## config.mk

```make
export PLATFORM = sky130hd
export DESIGN_NAME = selfcheck_ctrl
export DESIGN_NICKNAME = d
export VERILOG_FILES = /design/src/rtl/selfcheck_ctrl.sv
export SDC_FILE = /design/constraint.sdc
export NUM_CORES = 1
export LEC_CHECK = 0
export ABC_AREA = 1
export ABC_CLOCK_PERIOD_IN_PS = 3300
export CAP_MARGIN = 10
export CORE_AREA = 2 2 504 506
export DETAILED_ROUTE_END_ITERATION = 6
export DIE_AREA = 0 0 506 508
export GPL_TIMING_DRIVEN = 0
export PLACE_DENSITY = 0.3
export REMOVE_ABC_BUFFERS = 1
export SLEW_MARGIN = 20
export SYNTH_ARGS = -nofsm -noshare
export SYNTH_HDL_FRONTEND = slang
export SYNTH_SLANG_ARGS = --single-unit
```

## constraint.sdc

```tcl
create_clock -name clk -period 3.3 [get_ports clk]
set_clock_uncertainty 0.1 [all_clocks]
set_input_delay 0.66 -clock clk [delete_from_list [all_inputs] [get_ports clk]]
set_output_delay 0.66 -clock clk [all_outputs]
set_load 0.01 [all_outputs]
```

## src/rtl/selfcheck_ctrl.sv

```systemverilog
// Post-run self-check sequencer: waits for the core to halt (bounded by a timeout), scans
// the register file and then data memory, and latches one pass/fail verdict with its cause.
module selfcheck_ctrl #(
  parameter int          NUM_REGS       = 32,
  parameter int          NUM_WORDS      = 4,
  parameter logic [31:0] DM_BASE        = 32'h0000_1000,
  parameter int          TIMEOUT_CYCLES = 1024
) (
  input  logic                       clk,
  input  logic                       rst,
  input  logic                       start,
  input  logic                       core_halt,
  output logic [4:0]                 rf_raddr,
  input  logic [31:0]                rf_rdata,
  input  logic [NUM_REGS-1:0][31:0]  exp_rf,
  output logic                       dm_req,
  output logic [31:0]                dm_addr,
  input  logic                       dm_ack,
  input  logic                       dm_rvalid,
  input  logic [31:0]                dm_rdata,
  input  logic [NUM_WORDS-1:0][31:0] exp_dm,
  output logic                       busy,
  output logic                       done,
  output logic                       pass,
  output logic [1:0]                 fail_code,
  output logic [31:0]                fail_index
);

  localparam int RW = (NUM_REGS > 1) ? $clog2(NUM_REGS) : 1;
  localparam int DW = (NUM_WORDS > 1) ? $clog2(NUM_WORDS) : 1;
  localparam int CW = (TIMEOUT_CYCLES > 1) ? $clog2(TIMEOUT_CYCLES) : 1;

  localparam logic [1:0] CODE_NONE = 2'd0;
  localparam logic [1:0] CODE_RF   = 2'd1;
  localparam logic [1:0] CODE_DM   = 2'd2;
  localparam logic [1:0] CODE_TO   = 2'd3;

  typedef enum logic [2:0] {
    S_IDLE,
    S_WAIT_HALT,
    S_SCAN_RF,
    S_DM_ISSUE,
    S_DM_WAIT,
    S_DONE
  } state_t;

  state_t         state, state_n;
  logic [RW-1:0]  rf_idx, rf_idx_n;
  logic [DW-1:0]  dm_idx, dm_idx_n;
  logic [CW-1:0]  cnt, cnt_n;
  logic           pass_n;
  logic [1:0]     code_n;
  logic [31:0]    findex_n;
  logic           dm_take;
  logic           dm_match;
  logic [31:0]    word_addr;

  assign dm_match  = (dm_rdata == exp_dm[dm_idx]);
  assign word_addr = DM_BASE + (32'(dm_idx) << 2);

  always_ff @(posedge clk) begin
    if (rst) begin
      state      <= S_IDLE;
      rf_idx     <= '0;
      dm_idx     <= '0;
      cnt        <= '0;
      pass       <= 1'b0;
      fail_code  <= CODE_NONE;
      fail_index <= '0;
    end else begin
      state      <= state_n;
      rf_idx     <= rf_idx_n;
      dm_idx     <= dm_idx_n;
      cnt        <= cnt_n;
      pass       <= pass_n;
      fail_code  <= code_n;
      fail_index <= findex_n;
    end
  end

  // A memory response is consumed either in the ack cycle (zero-wait memory) or later in S_DM_WAIT.
  always_comb begin
    state_n  = state;
    rf_idx_n = rf_idx;
    dm_idx_n = dm_idx;
    cnt_n    = cnt;
    pass_n   = pass;
    code_n   = fail_code;
    findex_n = fail_index;
    dm_take  = 1'b0;
    dm_req   = 1'b0;
    dm_addr  = '0;
    rf_raddr = '0;
    busy     = (state != S_IDLE) && (state != S_DONE);
    done     = (state == S_DONE);

    case (state)
      S_IDLE: begin
        if (start) begin
          state_n = S_WAIT_HALT;
          cnt_n   = '0;
        end
      end
      S_WAIT_HALT: begin
        if (core_halt) begin
          state_n  = S_SCAN_RF;
          rf_idx_n = '0;
        end else if (cnt == CW'(TIMEOUT_CYCLES - 1)) begin
          state_n = S_DONE;
          code_n  = CODE_TO;
        end else begin
          cnt_n = cnt + 1'b1;
        end
      end
      S_SCAN_RF: begin
        rf_raddr = 5'(rf_idx);
        if (rf_rdata != exp_rf[rf_idx]) begin
          state_n  = S_DONE;
          code_n   = CODE_RF;
          findex_n = 32'(rf_idx);
        end else if (rf_idx == RW'(NUM_REGS - 1)) begin
          state_n  = S_DM_ISSUE;
          dm_idx_n = '0;
        end else begin
          rf_idx_n = rf_idx + 1'b1;
        end
      end
      S_DM_ISSUE: begin
        dm_req  = 1'b1;
        dm_addr = word_addr;
        if (dm_ack) begin
          if (dm_rvalid) dm_take = 1'b1;
          else           state_n = S_DM_WAIT;
        end
      end
      S_DM_WAIT: begin
        if (dm_rvalid) dm_take = 1'b1;
      end
      S_DONE: begin
        if (start) begin
          state_n  = S_WAIT_HALT;
          cnt_n    = '0;
          pass_n   = 1'b0;
          code_n   = CODE_NONE;
          findex_n = '0;
        end
      end
      default: state_n = S_IDLE;
    endcase

    if (dm_take) begin
      if (!dm_match) begin
        state_n  = S_DONE;
        code_n   = CODE_DM;
        findex_n = 32'(dm_idx);
      end else if (dm_idx == DW'(NUM_WORDS - 1)) begin
        state_n = S_DONE;
        pass_n  = 1'b1;
      end else begin
        state_n  = S_DM_ISSUE;
        dm_idx_n = dm_idx + 1'b1;
      end
    end
  end

endmodule

```

==> results.yml <==
place:
  dpl-instance-area_um2: 31830
  dp_hpwl_mm: 141.0
  place.gp.congestion: 0.8333
  place_inst: 7703
  io_buffers: 1267
run_status:
  run_status: "complete, but fails checks"
  failed_checks: "setup timing"
timing:
  fin_setup_tns_ns: -7.623
  fin_crit_sh: 1.073
  finalWorstSetupSlack_ns: -0.2418
  fmax_ghz: 0.2823
  hold_viol: 0
  rsz0062_at_grt: "yes"
  min_period_ns: 3.542
  relSlewSlack: 0.4121
  final_max_slew_viol_count: 0
  worst_pin_slew_ns: 0.8726
  setup_viol_count_final: 42
detailed_routing:
  routed-via-count: 26580
  ant_nets: 0
  post_drt_wl_per_cell_um: 24.76
  vias_per_cell: 3.379
  drt_pass1_iterations: 7
  drc: 0
  drtIter0Drc: 1540
  routed_wl_mm: 194.7
clock_network:
  cts-root-buf: "clkbuf_16"
  cts-buffers-inserted: 5
  htree_levels: 2
  numClockSinks: 55
  clock_path_buffers: 2
  path_clk_slew_ns: 0.10
  postCtsHoldBufs: 0
  cts_tree: "built"
  clk_latency_ns: 0.33
run:
  max_cap_viol_count: 0
final_layout:
  final_cell_area_um2: 36130
  area_growth_pct: 136.0
  layout_commonest_cell: "nand2_1"
  nets: 5700
  final_cell_mix: "nand2_1, clkdlybuf4s50_1, nand3_1, nor2_1, inv_1"
  fill_cells: 29350
  final_layout_size_suffix_gt1_frac: 0.1068
  finish.utilization: 0.1432
  final_cells: 7865
die:
  dieArea_um2: 257000
  pin_count: 1297
  start_util: 0.06068
  placement_rows: 185
  fp.dieH_um: 508
  dieWidth_um: 506
  core_um2: 252300
setup_path:
  critical_path.slowest_cell: "dfxtp_4"
  arrival_ns: 3.66
  worst_setup_path_start_kind: "flip-flop"
  worst-path-buf-inv: 6
  critPathMaxStageDelay_ns: 0.39
  end_kind: "flip-flop"
  setup.worst_path.class: "reg -> reg"
  cp_data_required_time_ns: 3.42
  path_common_cell: "nand2_1"
  cp_max_fo: 23
  cp_top_family: "simple AND/OR/NAND/NOR gates"
synthesis:
  yosysSeqAreaShare: 0.07192
  synth_seq_cells: 55
  avgSynthCellArea_um2: 4.665
  yosysUniqueCellTypes: 38
  yosys_warnings: 0
  synthCells: 3282
  netlist_area_um2: 15310
power_and_ir_drop:
  ir_drop_uv: 276.8
  p_leak_nw: 14.56
  cellPowerDensity_nw_per_um2: 562.9
hold_path:
  worstHoldPathType: "reg -> reg"
global_routing:
  grt_first_pass_wirelength_mm: 249.9
  first_global_vias: 27140
  grt_max_degree: 67
  antenna_found_initial: 77
  grt_usage: 0.1424
  overflow: 0
==> path summary, 6_finish.rpt <==
kind / slack [ns] / to / cells after the start / from
setup / recovery: -0.24 / state[2] / 26 / rf_idx[0]
hold / removal: 0.35 / fail_index[31] / 2 / fail_index[31]
setup reg to reg: -0.24 / state[2] / 26 / rf_idx[0]
hold reg to reg: 0.35 / fail_index[31] / 2 / fail_index[31]
==> cell usage after synthesis <==
cell / n / area, um2
a2111oi_0: 1 / 8.760
a211oi_1: 1 / 7.510
a21o_1: 1 / 7.510
a21oi_1: 20 / 100.1
a311oi_1: 1 / 8.760
a31oi_1: 1 / 6.260
buf_1: 22 / 82.58
buf_2: 122 / 610.6
buf_4: 58 / 435.4
buf_6: 15 / 168.9
clkbuf_1: 61 / 229.0
clkinv_1: 1 / 3.750
conb_1: 1 / 3.750
dfxtp_1: 55 / 1101
ha_1: 4 / 50.05
inv_1: 136 / 510.5
inv_2: 13 / 48.80
nand2_1: 1541 / 5784
nand2_2: 3 / 18.77
nand3_1: 829 / 4149
nand3_2: 1 / 10.01
nand3b_1: 9 / 67.56
nand4_1: 10 / 62.56
nor2_1: 205 / 769.5
nor2_2: 21 / 131.4
nor3_1: 10 / 50.05
nor3b_1: 2 / 15.01
nor4_1: 2 / 12.51
o211ai_1: 15 / 112.6
o21a_1: 1 / 7.510
o21ai_0: 57 / 285.3
o21ai_1: 22 / 110.1
o21bai_1: 1 / 7.510
o22a_1: 1 / 8.760
o22ai_1: 5 / 31.28
or2_2: 2 / 12.51
xnor2_1: 9 / 78.83
xor2_1: 23 / 201.4
==> area by class of cell <==
cell class	instances	area, um2	area share
repair buffers	1429	16220	0.4489
multi-input cells	2827	13580	0.3760
well taps	3366	4212	0.1166
flip-flops and latches	55	1127	0.03120
inverters	150	674.4	0.01867
clock buffers	6	138.9	0.003844
repair inverters	6	97.59	0.002701
diodes	24	60.06	0.001662
clock inverters	2	16.27	0.0004502
==> metrics by stage <==
stage                     hold WS, ns  setup slack (ns)  total power [mW]
final                          0.3475           -0.2418             20.34
after floorplan                0.3338            -20.07             6.080
after detailed placement       0.3352            -3.224             14.71
after global placement         0.3328            -60.60             8.099
after global routing           0.3793           -0.4728             22.09
after CTS                      0.3540           -0.3531             19.96
==> kinds of logic after synthesis <==
logic type | share of synthesized area
AO/OA/AOI/OAI | 0.04585
flip-flops | 0.07192
buffers and inverters | 0.1365
XOR/XNOR | 0.01831
adder cells (fa/ha/maj) | 0.003269
other | 0.0002449
AND/OR/NAND/NOR | 0.7239
==> worst register-to-register path, stage by stage (launching register included) <==
cell	delay, ns
dfxtp_4	0.39
buf_16	0.13
buf_16	0.14
inv_16	0.07
buf_12	0.14
bufbuf_16	0.32
nand2_1	0.21
nand3_1	0.11
nand3_1	0.08
nand2_1	0.05
nand2_1	0.06
nand3_2	0.21
nand2_1	0.14
nand2_1	0.05
nand2_1	0.10
nand2_1	0.06
nor2_1	0.13
nand2_2	0.12
nor2_4	0.16
nand2_8	0.11
nand2_8	0.12
buf_12	0.11
nand3_2	0.05
nand2_1	0.06
nand2_1	0.07
nor2_2	0.11
nor2_1	0.04
==> state kept, by name, summed over array words and instances, names as in the netlist <==
register / flops
cnt: 10
dm_idx: 2
fail_code: 2
fail_index: 32
pass: 1
rf_idx: 5
state: 3
==> what timing repair did <==
| action | in CTS | in global routing |
|---|---|---|
| setup endpoints to repair | 52 | 49 |
| gates cloned | 52 | 15 |
| setup buffers | 51 | 14 |
| pin swaps | 35 | 75 |
| resized for setup | 263 | 153 |
==> layer usage <==
metal | track usage | vias to the layer above | part of all wire
li1 | - | 12920 | -
met1 | 0.1686 | 12290 | 0.41
met2 | 0.2632 | 1194 | 0.50
met3 | 0.03186 | 157 | 0.069
met4 | 0.02235 | 24 | 0.020
met5 | 0 | - | 0.00077
==> where the power goes <==
| part | leakage [nW] | internal (mW) | switching [mW] |
|---|---|---|---|
| Sequential | 0.450 | 0.725 | 0.0839 |
| Combinational | 14.0 | 7.34 | 11.5 |
| Clock | 0.0732 | 0.309 | 0.379 |
(Power assumes the default switching activity.)
